$ cat config.mk
export PLATFORM = sky130hd
export DESIGN_NAME = mux_sel_scanner_flat
export DESIGN_NICKNAME = d
export VERILOG_FILES = /design/src/rtl/mux_scan_pkg.sv /design/src/rtl/mux_sel_scanner_if.sv /design/src/rtl/mux_settle_timer.sv /design/src/rtl/mux_sel_scanner.sv /design/src/flat_wrapper.sv
export SDC_FILE = /design/constraint.sdc
export NUM_CORES = 1
export LEC_CHECK = 0
export CORE_MARGIN = 2
export CORE_UTILIZATION = 67
export DETAILED_ROUTE_END_ITERATION = 12
export DONT_BUFFER_PORTS = 1
export PLACE_DENSITY_LB_ADDON = 0.05
export SYNTH_ARGS = -nofsm -noshare
export SYNTH_HDL_FRONTEND = slang
export SYNTH_SLANG_ARGS = --single-unit
export TNS_END_PERCENT = 5
$ cat constraint.sdc
create_clock -name clk -period 4.3 [get_ports clk]
set_input_delay 0.215 -clock clk [delete_from_list [all_inputs] [get_ports clk]]
set_output_delay 0.215 -clock clk [all_outputs]
set_load 0.02 [all_outputs]
$ cat src/rtl/mux_scan_pkg.sv
// Shared constants and state encoding for the mux select scanner.
//   DEF_SEL_W / DEF_N_CH : default select width and channel count
//   SETTLE_CNT_W         : width of the per-channel settle counter
//   ST_*                 : scanner FSM state codes
package mux_scan_pkg;

  localparam int unsigned DEF_SEL_W    = 4;
  localparam int unsigned DEF_N_CH     = 16;
  localparam int unsigned SETTLE_CNT_W = 4;

  typedef logic [1:0] state_t;

  localparam state_t ST_IDLE   = 2'd0;
  localparam state_t ST_SETTLE = 2'd1;
  localparam state_t ST_SAMPLE = 2'd2;
  localparam state_t ST_DONE   = 2'd3;

endpackage

$ cat src/rtl/mux_sel_scanner_if.sv
// Control/data bundle between the scanner, its requester and the channel mux.
//   start, cont, stop : sweep request, continuous-mode flag, end-of-continuous request
//   sel, y_in         : mux select out, mux output back
//   data_out          : last completed sweep word
//   data_valid, busy  : update pulse, not-idle status
// master = scanner side, slave = requester/mux side.
interface mux_sel_scanner_if
  import mux_scan_pkg::*;
#(
  parameter int unsigned SEL_W = DEF_SEL_W,
  parameter int unsigned N_CH  = DEF_N_CH
);

  logic             start;
  logic             cont;
  logic             stop;
  logic [SEL_W-1:0] sel;
  logic             y_in;
  logic [N_CH-1:0]  data_out;
  logic             data_valid;
  logic             busy;

  modport master (
    input  start, cont, stop, y_in,
    output sel, data_out, data_valid, busy
  );

  modport slave (
    output start, cont, stop, y_in,
    input  sel, data_out, data_valid, busy
  );

endinterface

$ cat src/rtl/mux_settle_timer.sv
// Loadable down-counter that paces the settle wait after each select change.
//   clk, rst  : clock, synchronous active-high reset
//   load      : load load_val (has priority over dec)
//   dec       : decrement, saturating at zero
//   zero_c    : combinational flag, counter is zero
module mux_settle_timer
  import mux_scan_pkg::*;
#(
  parameter int unsigned CNT_W = SETTLE_CNT_W
) (
  input  logic             clk,
  input  logic             rst,
  input  logic             load,
  input  logic             dec,
  input  logic [CNT_W-1:0] load_val,
  output logic             zero_c
);

  logic [CNT_W-1:0] count_q;

  // Counter register
  always_ff @(posedge clk) begin
    if (rst) begin
      count_q <= '0;
    end else if (load) begin
      count_q <= load_val;
    end else if (dec && (count_q != '0)) begin
      count_q <= count_q - CNT_W'(1);
    end
  end

  assign zero_c = (count_q == '0);

endmodule

$ cat src/rtl/mux_sel_scanner.sv
// Sweeps the mux select 0..N_CH-1, waits SETTLE cycles per channel, samples
// y_in and publishes the assembled word. Single-shot or continuous sweeps.
//   clk, rst : clock, synchronous active-high reset
//   bus      : mux_sel_scanner_if.master (start/cont/stop/y_in in;
//              sel/data_out/data_valid/busy out, all registered)
module mux_sel_scanner
  import mux_scan_pkg::*;
#(
  parameter int unsigned SEL_W  = DEF_SEL_W,
  parameter int unsigned N_CH   = DEF_N_CH,
  parameter int unsigned SETTLE = 1
) (
  input  logic                clk,
  input  logic                rst,
  mux_sel_scanner_if.master   bus
);

  localparam logic [SEL_W-1:0]        LAST_SEL = SEL_W'(N_CH - 1);
  // Counter holds the remaining extra settle cycles after the first one
  localparam logic [SETTLE_CNT_W-1:0] LOAD_VAL =
    (SETTLE == 0) ? '0 : SETTLE_CNT_W'(SETTLE - 1);

  state_t           state_q, state_nxt;
  logic [SEL_W-1:0] sel_q, sel_nxt;
  logic [N_CH-1:0]  shadow_q, shadow_nxt;
  logic [N_CH-1:0]  data_out_q, data_out_nxt;
  logic             valid_q, valid_nxt;
  logic             busy_q, busy_nxt;
  logic             cont_q, cont_nxt;
  logic             stop_q, stop_nxt;
  logic             tmr_load, tmr_dec, tmr_zero_c;

  mux_settle_timer #(.CNT_W(SETTLE_CNT_W)) u_timer (
    .clk      (clk),
    .rst      (rst),
    .load     (tmr_load),
    .dec      (tmr_dec),
    .load_val (LOAD_VAL),
    .zero_c   (tmr_zero_c)
  );

  // State and output registers
  always_ff @(posedge clk) begin
    if (rst) begin
      state_q    <= ST_IDLE;
      sel_q      <= '0;
      shadow_q   <= '0;
      data_out_q <= '0;
      valid_q    <= 1'b0;
      busy_q     <= 1'b0;
      cont_q     <= 1'b0;
      stop_q     <= 1'b0;
    end else begin
      state_q    <= state_nxt;
      sel_q      <= sel_nxt;
      shadow_q   <= shadow_nxt;
      data_out_q <= data_out_nxt;
      valid_q    <= valid_nxt;
      busy_q     <= busy_nxt;
      cont_q     <= cont_nxt;
      stop_q     <= stop_nxt;
    end
  end

  // Next-state and next-output logic
  always_comb begin
    state_nxt    = state_q;
    sel_nxt      = sel_q;
    shadow_nxt   = shadow_q;
    data_out_nxt = data_out_q;
    valid_nxt    = 1'b0;
    cont_nxt     = cont_q;
    // stop is only remembered while a sweep is running
    stop_nxt     = stop_q | (bus.stop && (state_q != ST_IDLE));
    tmr_load     = 1'b0;
    tmr_dec      = 1'b0;

    case (state_q)
      ST_IDLE: begin
        sel_nxt  = '0;
        stop_nxt = 1'b0;
        if (bus.start) begin
          cont_nxt   = bus.cont;
          shadow_nxt = '0;
          if (SETTLE == 0) begin
            state_nxt = ST_SAMPLE;
          end else begin
            state_nxt = ST_SETTLE;
            tmr_load  = 1'b1;
          end
        end
      end

      ST_SETTLE: begin
        if (tmr_zero_c) begin
          state_nxt = ST_SAMPLE;
        end else begin
          tmr_dec = 1'b1;
        end
      end

      ST_SAMPLE: begin
        shadow_nxt[sel_q] = bus.y_in;
        // Increment wraps LAST_SEL back to 0 on the way into DONE
        sel_nxt = sel_q + SEL_W'(1);
        if (sel_q == LAST_SEL) begin
          state_nxt    = ST_DONE;
          data_out_nxt = shadow_nxt;
          valid_nxt    = 1'b1;
        end else if (SETTLE == 0) begin
          state_nxt = ST_SAMPLE;
        end else begin
          state_nxt = ST_SETTLE;
          tmr_load  = 1'b1;
        end
      end

      ST_DONE: begin
        if (cont_q && !(stop_q || bus.stop)) begin
          if (SETTLE == 0) begin
            state_nxt = ST_SAMPLE;
          end else begin
            state_nxt = ST_SETTLE;
            tmr_load  = 1'b1;
          end
        end else begin
          state_nxt = ST_IDLE;
          stop_nxt  = 1'b0;
        end
      end

      default: begin
        state_nxt = ST_IDLE;
      end
    endcase

    busy_nxt = (state_nxt != ST_IDLE);
  end

  assign bus.sel        = sel_q;
  assign bus.data_out   = data_out_q;
  assign bus.data_valid = valid_q;
  assign bus.busy       = busy_q;

endmodule

$ cat src/flat_wrapper.sv
// flat-port wrapper written by rule: the top's interface ports become plain ports
module mux_sel_scanner_flat import mux_scan_pkg::*;
#(
  parameter int unsigned SEL_W  = DEF_SEL_W,
  parameter int unsigned N_CH   = DEF_N_CH,
  parameter int unsigned SETTLE = 1
)
  (clk, rst, bus_start, bus_cont, bus_stop, bus_y_in, bus_sel, bus_data_out, bus_data_valid, bus_busy);
  mux_sel_scanner_if #(.SEL_W(SEL_W), .N_CH(N_CH)) bus_i ();
  input  logic clk;
  input  logic rst;
  input wire logic [$bits(bus_i.start)-1:0] bus_start;
  input wire logic [$bits(bus_i.cont)-1:0] bus_cont;
  input wire logic [$bits(bus_i.stop)-1:0] bus_stop;
  input wire logic [$bits(bus_i.y_in)-1:0] bus_y_in;
  output wire logic [$bits(bus_i.sel)-1:0] bus_sel;
  output wire logic [$bits(bus_i.data_out)-1:0] bus_data_out;
  output wire logic [$bits(bus_i.data_valid)-1:0] bus_data_valid;
  output wire logic [$bits(bus_i.busy)-1:0] bus_busy;
  assign bus_i.start = bus_start;
  assign bus_i.cont = bus_cont;
  assign bus_i.stop = bus_stop;
  assign bus_i.y_in = bus_y_in;
  assign bus_sel = bus_i.sel;
  assign bus_data_out = bus_i.data_out;
  assign bus_data_valid = bus_i.data_valid;
  assign bus_busy = bus_i.busy;
  mux_sel_scanner #(.SEL_W(SEL_W), .N_CH(N_CH), .SETTLE(SETTLE)) u_core (.clk(clk), .rst(rst), .bus(bus_i));
endmodule
==> results.py, run 1 <==
metrics = {
    "outcome": {
        "status": "finished clean",
    },
    "yosys": {
        "synth_seq_cells": 45,
        "synth_cell_types": 40,
        "yosysWarningCount": 0,
        "synth_ff_type": "dfxtp_1",
        "ys_seq_area_frac": 0.409,
        "synth_top_area_frac": 0.409,
        "synthesis.nets": 270,
        "synthTopCellsByArea": "dfxtp_1 (41%), a21oi_1 (8.2%), o32ai_1 (6.0%), nand2_1 (5.4%), ha_1 (5.1%)",
        "synth_area_um2": 2200,
        "synthCells": 255,
        "yosys-top-cells-count": "dfxtp_1 (45), a21oi_1 (36), nand2_1 (32)",
        "async_reset_ff_frac": 0,
        "yosys.area.top_type": "dfxtp_1",
        "synth-edff-count": 0,
        "synth_most_common_cell": "dfxtp_1",
        "syn_avg_cell_area_um2": 8.65,
    },
    "placed_design": {
        "place_congestion": 0.869,
        "place_hpwl_um": 3000,
        "dp_cells": 279,
        "portBuffers": 0,
    },
    "drt": {
        "routedWlPerCell_um": 15.8,
        "wl_um": 4600,
        "first_pass_iters": 4,
        "via_per_inst": 6.22,
        "ant_nets": 0,
        "drc": 0,
        "first_iter_violations": 111,
        "num_vias": 1811,
    },
    "clock_tree": {
        "cts_inserted_buffers": 5,
        "clock_latency_ns": 0.37,
        "cts.sinks": 45,
        "htreeDepth": 2,
        "clockRootBuffer": "clkbuf_4",
        "postCtsHoldBufs": 4,
        "cts_tree": "built",
        "clk_path_buf_depth": 2,
        "post_cts_buffers": 0,
        "cts_resized": 0,
        "path_clk_slew_ns": 0.13,
    },
    "setup_path": {
        "cp.required_ns": 4.56,
        "critPathMaxFanout": 32,
        "critPathLaunchType": "flip-flop",
        "r2r_slack_ns": 1.79,
        "cp-end-kind": "flip-flop",
        "critPathArrivalTime_ns": 2.77,
        "worstSetupPathType": "flip-flop to flip-flop",
        "r2r-start": "u_core.state_q[0]$_SDFF_PP0_",
        "reg2reg_to": "u_core.bus.data_out[3]$_SDFFE_PP0P_",
        "reg2regPathDepth": 5,
    },
    "cells_and_area": {
        "n_antenna_cell": 0,
        "fin_cells": 291,
        "area_growth_pct": 5.28,
        "utilization": 0.748,
        "fillCellCount": 251,
        "fin_nets": 261,
        "layout-drive-gt1-share": 0.0891,
    },
    "min_path": {
        "min_path_cells": 2,
        "holdPathEnd": "u_core.state_q[1]$_SDFF_PP0_",
        "hold_path_class": "input port to flip-flop",
        "worstHoldStart": "rst",
    },
    "floorplanning": {
        "die_x_um": 61.4,
        "num_rows": 20,
        "ioPinCount": 28,
        "dieArea_um2": 3770,
        "core_area_um2": 3100,
        "start_util": 0.710,
        "die_h_um": 61.4,
    },
    "timing": {
        "finalCritPeriodShare": 0.583,
        "min_period_ns": 2.51,
        "drv_slew": 0,
        "rsz0062_at_grt": "no",
        "max_freq_mhz": 399,
        "tightest_slew_ns": 1.07,
        "skew_ns": 0.0110,
        "final_hold_viol_count": 0,
        "maxSlewHeadroom": 0.288,
        "setup_viol": 0,
        "fin_tns_setup_ns": 0,
    },
    "global_route": {
        "grt_pass1_wl_um": 7480,
        "grt_max_degree": 43,
        "grt_pass1_vias": 1646,
        "gr-usage-all-layers": 0.267,
        "grt_remaining_overflow": 0,
        "antenna_found_initial": 0,
    },
    "power": {
        "p_per_area_nw_per_um2": 486,
        "ir_drop_uv": 315,
        "p_leak_nw": 0.750,
    },
    "flow_run": {
        "max_cap_violations": 0,
    },
}
## per-layer routing
metal  track usage  share of wire  wire [um]  vias to the layer above
met5             0              0          0                        -
met4         0.106          0.014         64                        0
met3        0.0777          0.061        280                       10
met2         0.418           0.46       2110                       61
met1         0.349           0.47       2150                      840
li1              -              -          -                      900
## sequential cells by signal, summed over array words and instances (netlist names)
register / cells
u_core.state_q: 2
u_core.cont_q: 1
u_core.bus.data_valid: 1
u_core.u_timer.count_q: 4
u_core.stop_q: 1
u_core.bus.sel: 4
u_core.bus.data_out: 16
u_core.bus.busy: 1
u_core.shadow_q: 15
## cell families (layout without fill, tap and decap cells)
| family | after synthesis | count (layout) | share of synthesized area |
|---|---|---|---|
| muxes | 6 | 6 | 0.0329 |
| AOI/OAI and AO/OA | 69 | 69 | 0.215 |
| adders and majority gates | 9 | 9 | 0.0511 |
| DFF | 45 | 45 | 0.409 |
| and+or+nand+nor | 81 | 81 | 0.205 |
| buffers and inverters | 45 | 37 | 0.0874 |
## final cells by class
class	instances	area (um^2)	share of cell area
well taps	44	55.1	0.0237
inverters	24	90.1	0.0388
multi-input cells	165	1110	0.479
repair buffers	5	57.6	0.0248
flip-flops and latches	45	901	0.388
clock buffers	5	37.5	0.0162
clock inverters	3	68.8	0.0296
## cell usage in the layout (no fill, tap or decap), types with 2 or more instances in the layout
cell type / count
bufinv_16: 2
mux2i_1: 5
o32ai_1: 15
nand2b_1: 4
or3b_2: 5
ha_1: 9
clkbuf_4: 5
dlygate4sd3_1: 3
nand3_1: 5
nor2_1: 9
nand4_1: 5
nand2_1: 32
a41oi_1: 2
nand3b_1: 9
inv_1: 24
a311oi_1: 2
dfxtp_1: 45
a211oi_1: 6
nor3b_1: 3
a21oi_1: 36
## worst max-delay path by stage
stage                                    from                                    to  slack, ns  cells after the start
6_report         u_core.state_q[0]$_SDFF_PP0_   u_core.bus.data_out[3]$_SDFFE_PP0P_       1.79                      5
5_1_grt          u_core.state_q[0]$_SDFF_PP0_  u_core.bus.data_out[11]$_SDFFE_PP0P_       1.57                      5
4_1_cts          u_core.state_q[0]$_SDFF_PP0_   u_core.bus.data_out[3]$_SDFFE_PP0P_       1.79                      5
3_5_place_dp     u_core.state_q[0]$_SDFF_PP0_   u_core.bus.data_out[0]$_SDFFE_PP0P_       1.79                      5
3_3_place_gp     u_core.state_q[0]$_SDFF_PP0_  u_core.bus.data_out[12]$_SDFFE_PP0P_       1.94                      5
2_1_floorplan  u_core.bus.sel[0]$_SDFFE_PP0P_       u_core.shadow_q[3]$_SDFFE_PP0P_       2.64                      5
## power by group
part	switching, mW	total (mW)	internal (mW)
sequential	0.0281	0.466	0.438
clock	0.138	0.321	0.183
combinational	0.219	0.341	0.122
## stage by stage
step	hold WS, ns	power, mW	instance area [um^2]	setup slack (ns)
after floorplan	0.362	0.759	2200	2.64
after global placement	0.288	0.781	2160	1.94
after detailed placement	0.290	0.795	2160	1.79
after CTS	0.0390	1.13	2320	1.79
after global routing	0.0247	1.19	2320	1.57
final	0.0477	1.13	2320	1.79
## critical path, cell delays in order (launching register included)
cell and delay, ns:
dfxtp_1 0.36, inv_1 0.11, ha_1 0.88, nand4_1 0.72
nand2_1 0.25, a21oi_1 0.09
(Power assumes the default switching activity.)
==> inputs of run 2 (changes only) <==
--- a/config.mk
+++ b/config.mk
@@ -6,7 +6,7 @@
 export NUM_CORES = 1
 export LEC_CHECK = 0
 export CORE_MARGIN = 2
-export CORE_UTILIZATION = 67
+export CORE_UTILIZATION = 62
 export DETAILED_ROUTE_END_ITERATION = 12
 export DONT_BUFFER_PORTS = 1
 export PLACE_DENSITY_LB_ADDON = 0.05
==> constraint.sdc (replaced) <==
create_clock -name clk -period 2.5 [get_ports clk]
set_input_delay 0.125 -clock clk [delete_from_list [all_inputs] [get_ports clk]]
set_output_delay 0.125 -clock clk [all_outputs]
set_load 0.02 [all_outputs]
==> run 2 against run 1 <==
Sequential power grew 72%. Non-clock buffer count up 4. Via count fell by 0.11%. Flip-flop and latch count did not move. Final cell count increased by 2.1%. Largest power group unchanged. Fmax up 30%.
==> results.py, run 2 (synthesis gave the netlist of run 1 again) <==
metrics = {
    "placed_design": {
        "place_hpwl_um": 3130,
        "place_congestion": 0.916,
        "dp_cells": 284,
        "portBuffers": 0,
    },
    "cells_and_area": {
        "area_growth_pct": 6.07,
        "fillCellCount": 306,
        "utilization": 0.695,
        "largest_reg_flops": 16,
        "fin_nets": 265,
        "fin_cells": 297,
        "n_antenna_cell": 0,
        "layout-drive-gt1-share": 0.0996,
        "final_common_cell": "dfxtp_1",
        "mostFrequentLayoutCells": "dfxtp_1 (45), a21oi_1 (36), nand2_1 (32)",
    },
    "setup_path": {
        "crit_slowest_cell": "dfxtp_1",
        "cp-end-kind": "flip-flop",
        "slowest_delay_ns": 0.59,
        "critPathLaunchType": "flip-flop",
        "worstSetupPathType": "flip-flop to flip-flop",
        "critPathMaxFanout": 10,
        "critPathArrivalTime_ns": 2.20,
        "worstPathCellList": "ha_1 > and3_1 > o211ai_1 > a2111oi_2",
        "crit_buf_inv": 0,
        "cp.required_ns": 2.77,
        "cp_top_family": "flip-flops",
    },
    "clock_tree": {
        "cts.sinks": 45,
        "clk_path_buf_depth": 2,
        "cts_inserted_buffers": 5,
        "clock_latency_ns": 0.37,
        "post_cts_buffers": 0,
        "cts_resized": 0,
        "htreeDepth": 2,
        "cts_tree": "built",
        "path_clk_slew_ns": 0.14,
        "clockRootBuffer": "clkbuf_4",
    },
    "global_route": {
        "met1_usage": 0.337,
        "gr-usage-met3": 0.0714,
        "grt_remaining_overflow": 0,
        "grt_pass1_wl_um": 7990,
        "grt_use_met2": 0.395,
        "gr-usage-all-layers": 0.251,
        "grt_pass1_vias": 1691,
        "top_usage_layer": "met2",
        "grt_max_degree": 45,
        "antenna_found_initial": 0,
    },
    "timing": {
        "drv_slew": 0,
        "min_period_ns": 1.93,
        "maxSlewHeadroom": 0.406,
        "setup_viol": 0,
        "tightest_slew_ns": 0.890,
        "fin_tns_setup_ns": 0,
        "max_freq_mhz": 517,
        "finalCritPeriodShare": 0.773,
        "rsz0062_at_grt": "no",
        "skew_ns": 0.0118,
        "final_hold_viol_count": 0,
    },
    "drt": {
        "via_per_inst": 6.09,
        "first_iter_violations": 176,
        "num_vias": 1809,
        "drc": 0,
        "routedWlPerCell_um": 16.0,
        "wl_um": 4750,
        "ant_nets": 0,
        "first_pass_iters": 4,
    },
    "floorplanning": {
        "dieArea_um2": 4050,
        "die_h_um": 63.6,
        "start_util": 0.656,
        "core_area_um2": 3360,
        "ioPinCount": 28,
        "num_rows": 21,
        "die_x_um": 63.6,
    },
    "power": {
        "p_leak_nw": 0.762,
        "p_per_area_nw_per_um2": 800,
        "ir_drop_uv": 553,
    },
    "outcome": {
        "status": "finished clean",
    },
    "flow_run": {
        "max_cap_violations": 0,
    },
    "min_path": {
        "hold_path_class": "input port to flip-flop",
    },
}
run 2: path summary, 6_finish.rpt:
kind | end | start | cells past startpoint | slack [ns]
max reg2reg | u_core.u_timer.count_q[1]$_SDFFE_PP0P_ | u_core.bus.sel[0]$_SDFFE_PP0P_ | 4 | 0.57
min reg2reg | u_core.bus.data_out[6]$_SDFFE_PP0P_ | u_core.shadow_q[6]$_SDFFE_PP0P_ | 2 | 0.46
max | u_core.u_timer.count_q[1]$_SDFFE_PP0P_ | u_core.bus.sel[0]$_SDFFE_PP0P_ | 4 | 0.57
min | u_core.shadow_q[5]$_SDFFE_PP0P_ | rst | 2 | 0.02
run 2: metrics by stage:
step | setup WS, ns | hold slack, ns | power (mW) | cell area [um^2]
after floorplan | 0.838 | 0.272 | 1.31 | 2200
after global placement | 0.664 | 0.197 | 1.35 | 2190
after detailed placement | 0.620 | 0.200 | 1.37 | 2190
after CTS | 0.610 | 0.00765 | 1.87 | 2330
after global routing | 0.363 | 0.0171 | 1.97 | 2340
final | 0.568 | 0.0234 | 1.87 | 2340
run 2: per-layer routing:
metal / share of wire / routed length (um) / vias to the layer above
li1: - / - / 903
met1: 0.47 / 2210 / 841
met2: 0.46 / 2160 / 59
met3: 0.067 / 320 / 6
met4: 0.011 / 53 / 0
met5: 0 / 0 / -
run 2: layout make-up:
type | count | area (um^2) | share of cell area
flip-flops and latches | 45 | 901 | 0.385
clock inverters | 2 | 37.5 | 0.0161
multi-input cells | 165 | 1110 | 0.475
repair buffers | 9 | 90.1 | 0.0385
well taps | 46 | 57.6 | 0.0246
clock buffers | 6 | 51.3 | 0.0219
inverters | 24 | 90.1 | 0.0385
run 2: power breakdown:
group | total [mW] | leakage (nW) | internal [mW] | switching, mW
clock | 0.479 | 0.0445 | 0.238 | 0.241
combinational | 0.591 | 0.354 | 0.215 | 0.376
sequential | 0.801 | 0.363 | 0.753 | 0.0480
run 2: worst reg2reg max path: cells and delay by family, from the launching register on:
kind            cells  cell delay, ns
flops               1            0.59
simple gates        1            0.24
fa+ha+maj           1            0.47
compound gates      2            0.55
run 2: timing repair:
item                                   4_1_cts  5_1_grt
endpoints found under the hold margin       44        1
hold buffers                                 4        1
setup endpoints to repair                    0        0
